**src/rtl/console_uart_tx.sv**
```systemverilog
// rtl/console_uart_tx.sv - store-snooping console FIFO feeding an 8N1 UART transmitter
module console_uart_tx #(
    parameter logic [31:0] CONSOLE_ADDR = 32'h0000_FFFC,
    parameter int          FIFO_DEPTH   = 16,
    parameter int          CLKS_PER_BIT = 868,
    parameter int          CNT_W        = 16
) (
    input  logic                          clk,
    input  logic                          reset,
    input  logic                          memwrite,
    input  logic [31:0]                   dataadr,
    input  logic [31:0]                   writedata,
    output logic                          tx,
    output logic                          tx_busy,
    output logic                          fifo_empty,
    output logic                          fifo_full,
    output logic [$clog2(FIFO_DEPTH):0]   fifo_count,
    output logic                          overflow,
    output logic [7:0]                    drop_count
);

    localparam int                 PTR_W    = $clog2(FIFO_DEPTH);
    localparam logic [PTR_W:0]     DEPTH_C  = (PTR_W+1)'(FIFO_DEPTH);
    localparam logic [CNT_W-1:0]   LAST_CNT = CNT_W'(CLKS_PER_BIT - 1);

    localparam logic [1:0] IDLE  = 2'd0;
    localparam logic [1:0] START = 2'd1;
    localparam logic [1:0] DATA  = 2'd2;
    localparam logic [1:0] STOP  = 2'd3;

    logic [7:0]       mem [FIFO_DEPTH];
    logic [PTR_W-1:0] wr_ptr;
    logic [PTR_W-1:0] rd_ptr;
    logic [PTR_W:0]   count;

    logic [1:0]       state;
    logic [CNT_W-1:0] baud_cnt;
    logic [2:0]       bit_idx;
    logic [7:0]       shift;
    logic             tx_q;

    logic hit;
    logic push;
    logic pop;
    logic drop;
    logic bit_done;
    logic unused_wdata;

    assign unused_wdata = ^writedata[31:8];

    assign fifo_count = count;
    assign fifo_empty = (count == '0);
    assign fifo_full  = (count == DEPTH_C);

    assign hit      = memwrite && (dataadr == CONSOLE_ADDR);
    assign bit_done = (baud_cnt == LAST_CNT);
    // A pop on the final STOP cycle lets a full FIFO still accept a store that same cycle.
    assign pop      = !fifo_empty && ((state == IDLE) || ((state == STOP) && bit_done));
    assign push     = hit && (!fifo_full || pop);
    assign drop     = hit && fifo_full && !pop;

    assign tx      = tx_q;
    assign tx_busy = (state != IDLE);

    always_ff @(posedge clk) begin
        if (push) begin
            mem[wr_ptr] <= writedata[7:0];
        end
    end

    always_ff @(posedge clk or negedge reset) begin
        if (!reset) begin
            wr_ptr     <= '0;
            rd_ptr     <= '0;
            count      <= '0;
            overflow   <= 1'b0;
            drop_count <= 8'd0;
        end else begin
            if (push) begin
                wr_ptr <= wr_ptr + 1'b1;
            end
            if (pop) begin
                rd_ptr <= rd_ptr + 1'b1;
            end
            case ({push, pop})
                2'b10:   count <= count + 1'b1;
                2'b01:   count <= count - 1'b1;
                default: count <= count;
            endcase
            if (drop) begin
                overflow <= 1'b1;
                if (drop_count != 8'hFF) begin
                    drop_count <= drop_count + 8'd1;
                end
            end
        end
    end

    // tx_q is loaded with the level of the state being entered, so the pin changes on the edge.
    always_ff @(posedge clk or negedge reset) begin
        if (!reset) begin
            state    <= IDLE;
            baud_cnt <= '0;
            bit_idx  <= 3'd0;
            shift    <= 8'd0;
            tx_q     <= 1'b1;
        end else begin
            case (state)
                IDLE: begin
                    tx_q <= 1'b1;
                    if (!fifo_empty) begin
                        shift    <= mem[rd_ptr];
                        baud_cnt <= '0;
                        state    <= START;
                        tx_q     <= 1'b0;
                    end
                end
                START: begin
                    if (bit_done) begin
                        baud_cnt <= '0;
                        bit_idx  <= 3'd0;
                        state    <= DATA;
                        tx_q     <= shift[0];
                    end else begin
                        baud_cnt <= baud_cnt + 1'b1;
                    end
                end
                DATA: begin
                    if (bit_done) begin
                        baud_cnt <= '0;
                        shift    <= shift >> 1;
                        if (bit_idx == 3'd7) begin
                            bit_idx <= 3'd0;
                            state   <= STOP;
                            tx_q    <= 1'b1;
                        end else begin
                            bit_idx <= bit_idx + 3'd1;
                            tx_q    <= shift[1];
                        end
                    end else begin
                        baud_cnt <= baud_cnt + 1'b1;
                    end
                end
                STOP: begin
                    if (bit_done) begin
                        baud_cnt <= '0;
                        if (!fifo_empty) begin
                            shift <= mem[rd_ptr];
                            state <= START;
                            tx_q  <= 1'b0;
                        end else begin
                            state <= IDLE;
                            tx_q  <= 1'b1;
                        end
                    end else begin
                        baud_cnt <= baud_cnt + 1'b1;
                    end
                end
                default: begin
                    state <= IDLE;
                    tx_q  <= 1'b1;
                end
            endcase
        end
    end

endmodule

```
**config.mk**
```make
export PLATFORM = sky130hd
export DESIGN_NAME = console_uart_tx
export DESIGN_NICKNAME = d
export VERILOG_FILES = /design/src/rtl/console_uart_tx.sv
export SDC_FILE = /design/constraint.sdc
export NUM_CORES = 1
export LEC_CHECK = 0
export CORE_MARGIN = 3
export CORE_UTILIZATION = 62
export DETAILED_ROUTE_END_ITERATION = 10
export DONT_BUFFER_PORTS = 1
export PLACE_DENSITY = 0.78
export SETUP_SLACK_MARGIN = 0.1
export SYNTH_ARGS = -nofsm -noshare
export SYNTH_HDL_FRONTEND = slang
export SYNTH_SLANG_ARGS = --single-unit
```
**constraint.sdc**
```tcl
create_clock -name clk -period 10.55 [get_ports clk]
set_input_delay 3.165 -clock clk [delete_from_list [all_inputs] [get_ports clk]]
set_output_delay 3.165 -clock clk [all_outputs]
set_load 0.005 [all_outputs]
```
==> metrics.md <==
| Metric | Value |
|---|---|
| Final core utilization | `between 60% and 70%` |
| Pwr dens | `between 150 and 200 nW/um^2` |
| Post-DR wirelength/cell | `21.0 um` |
| Final setup margin | `roughly 4.6 ns` |
| Area leader, netlist | `edfxtp_1` |
| Final period util | `between 50% and 60%` |
| CTS sink count | `180` |
| Via count | `around 4700` |
| Commonest register cell after synthesis | `edfxtp_1` |
| CTS tree | `done` |
| Boundary pin count | `85` |
| Vias per inst | `between 6 and 7` |
| Finished Cell Area | `8800 sq um` |
| R2R depth | `14` |
| Worst VDD drop | `roughly 0.13 mV` |
| Number of flops mapped to enable cells by yosys | `approximately 130` |
| Clock slew at reported path FFs | `0.06 ns` |
| Hold Vio Cnt, Final | `0` |
| HP Class | `flop to flop` |
| Startpoint types | `input port` |
| Initial antenna violation count | `0` |
| Synth top area cells | `edfxtp_1 48%, dfrtp_1 16%, mux4_2 8.9%, ha_1 2.9%, a21oi_1 1.9%` |
| # setup viols final | `0` |
| Most common cell in the netlist | `edfxtp_1` |
| Syn nets | `between 600 and 700` |
| Synth top area share | `between 40% and 50%` |
| Post-Layout Cell Count | `730` |
| Number of diodes | `0` |
| Layout cell share with drive strength beyond 1 | `between 10% and 20%` |
| First-pass DRT Iterations | `5` |
| Crit path launch | `dataadr[16]` |
| CTS max path bufs | `2` |
| Worst Tran Pin Value | `around 0.94 ns` |
| Vias in the first global route | `between 4000 and 5000` |
| Sequential cell fraction of total power | `54.4%` |
| Status | `finished, final reports clean` |
| Placer Congestion | `roughly 0.85` |
| Clk_skew | `roughly 0.01 ns` |
| Total track usage | `22.8%` |
| Leak | `roughly 3.1 nW` |
| Crit path DAT | `between 6 and 7 ns` |
| CP endpoint | `fifo_count[4]$_DFFE_PN0P_` |
| Synth top cells by count | `128 x edfxtp_1, 51 x dfrtp_1, 32 x mux4_2` |
| Syn avg cell area | `approximately 15 sq um` |
| First-pass GRT wire length | `25100 um` |
| Nets | `around 630` |
| Comb power frac | `less than 1%` |
| Post-Syn Instances | `approximately 550` |
| CTS Buf Count | `17` |
| DIE AREA | `~14000 sq um` |
| Synthesis-stage register bit count | `between 150 and 200` |
| Initial Util | `between 60% and 70%` |
| Min Tclk post-route | `around 5.9 ns` |
| Data required time of the worst path | `around 11 ns` |
| Reg-to-Reg End | `fifo_count[4]$_DFFE_PN0P_` |
| H-tree level count | `4` |
| Post-synthesis instance area | `8080 sq um` |
| Clock power frac | `45.5%` |
| Core area | `about 13000 sq um` |
| Drc violations | `0` |
| CP max FO | `19` |
| Async S/R FF share, synth | `between 20% and 30%` |
| Kind of critical path | `input port to flop` |
| # placed instances | `between 600 and 700` |
| Post-CTS Setup Inserts | `0` |
| Rel. slew slack | `37.5%` |
| Worst R2R Start | `baud_cnt[0]$_DFFE_PN0P_` |
| Die H | `roughly 120 um` |
| Yosys cell types | `58` |
| PortBufs | `0` |
| Post-DP Area | `8210 sq um` |
| Hold Crit Start | `bit_idx[1]$_DFFE_PN0P_` |
| Skew-Pair Late Insertion Delay | `0.43 ns` |
| Die X | `roughly 120 um` |
| RSZ-0062 raised after global routing | `no` |
| Rows | `41` |
| Yosys warning total | `0` |
| Internal Power | `1.12 mW` |
| Iter 0 DRT Violations | `~400` |
| Sequential area share after synthesis | `a little under two thirds` |
| Sw Ratio | `19.9%` |
| Fin Setup TNS | `0 ns` |
| Area Overhead vs Synth | `8.90%` |
| Dpl ws | `approximately 4.2 ns` |
| Reg2Reg Setup Slack | `between 6 and 7 ns` |
| CTS Hold Bufs | `0` |
| Overflow after GRT | `0` |
| Max-cap viol count | `0` |
| Max Transition Viols Final | `0` |
| Post-route ant nets | `0` |
| CTS resizes | `0` |
| Pin count of the biggest net entering global routing | `53` |
| Fmax | `168 MHz` |
| Detailed Place HPWL | `10100 um` |
| Critical Path Sink Type | `flop` |
| Routed Wire Length | `between 15000 and 20000 um` |
| Net load switching power | `between 0.2 and 0.3 mW` |
| Root Buffer | `clkbuf_16` |
## flip-flops by register name, indices dropped and copies added (netlist names)
| name | cells |
|---|---|
| baud_cnt | 16 |
| wr_ptr | 4 |
| state | 2 |
| tx | 1 |
| bit_idx | 3 |
| fifo_count | 5 |
| mem | 128 |
| drop_count | 8 |
| rd_ptr | 4 |
| overflow | 1 |
| shift | 8 |
## routing by layer
metal  GRT usage, %  part of all wire [%]  up-vias
met5              0                     0        -
met4           5.37                  0.88        0
met3           5.89                   6.1       16
met2           37.4                    51      173
met1           31.1                    42     2360
li1               -                     -     2150
## critical path: stages
cell,delay (ns)
nor4_1,0.29
nand4_1,0.17
or4_4,0.60
nor2_4,0.35
inv_1,0.12
ha_1,0.34
xor2_1,0.18
ha_1,0.20
a21boi_0,0.19
o221ai_1,0.16
a21o_1,0.21
a21oi_1,0.17
xnor2_1,0.14
## power by group through the flow
stage / logic (mW) / clock network, mW / registers, mW
finish: 0.00212 / 0.634 / 0.758
global route: 0.00231 / 0.672 / 0.758
CTS: 0.00213 / 0.640 / 0.758
detailed placement: 0.00212 / 0 / 0.773
global placement: 0.00206 / 0 / 0.773
floorplan: 0.00193 / 0 / 0.773
## cell type report
cell class	instances	area, sq um
multi-input combinational	326	2760
fill	808	3870
timing repair buffer	2	15.0
inverter	18	67.6
sequential	180	5150
tap	172	215
clock buffer	18	429
clock inverter	14	165
## logic make-up after synthesis
logic type                 count (synthesis)  share of synthesized area, %
adders and majority gates                 19                          2.94
muxes                                     39                          9.89
DFF                                      180                          63.7
and+or+nand+nor                          152                          11.7
AOI/OAI and AO/OA                         98                          7.63
xor gates and xnor gates                  18                          1.95
buffers and inverters                     43                          2.17
## placed cells by master (no fill, tap or decap), types with 8 or more instances in the layout
| cell | n |
|---|---|
| edfxtp_1 | 128 |
| dfrtp_1 | 49 |
| mux4_2 | 32 |
| a21oi_1 | 30 |
| o21ai_0 | 27 |
| nand2_1 | 23 |
| nor2_1 | 23 |
| nand3_1 | 20 |
| ha_1 | 19 |
| inv_1 | 18 |
| a22oi_1 | 17 |
| clkbuf_16 | 17 |
| and4_1 | 12 |
| nor3_1 | 10 |
| xor2_1 | 10 |
| nor4_1 | 8 |
| xnor2_1 | 8 |
## how the worst min path moves through the flow
stage	to	slack, ns	cells after the start
4_1_cts	bit_idx[1]$_DFFE_PN0P_	0.50	2
6_report	bit_idx[1]$_DFFE_PN0P_	0.49	2
3_3_place_gp	bit_idx[1]$_DFFE_PN0P_	0.47	2
2_1_floorplan	bit_idx[1]$_DFFE_PN0P_	0.45	2
3_5_place_dp	bit_idx[1]$_DFFE_PN0P_	0.48	2
5_1_grt	bit_idx[1]$_DFFE_PN0P_	0.53	2
## stage by stage
| stage | hold slack (ns) | power [mW] |
|---|---|---|
| CTS | 0.498 | 1.40 |
| finish | 0.494 | 1.39 |
| detailed placement | 0.483 | 0.775 |
| global placement | 0.470 | 0.775 |
| global route | 0.531 | 1.43 |
| floorplan | 0.453 | 0.775 |
No activity file was read; power rests on OpenSTA's default activity.
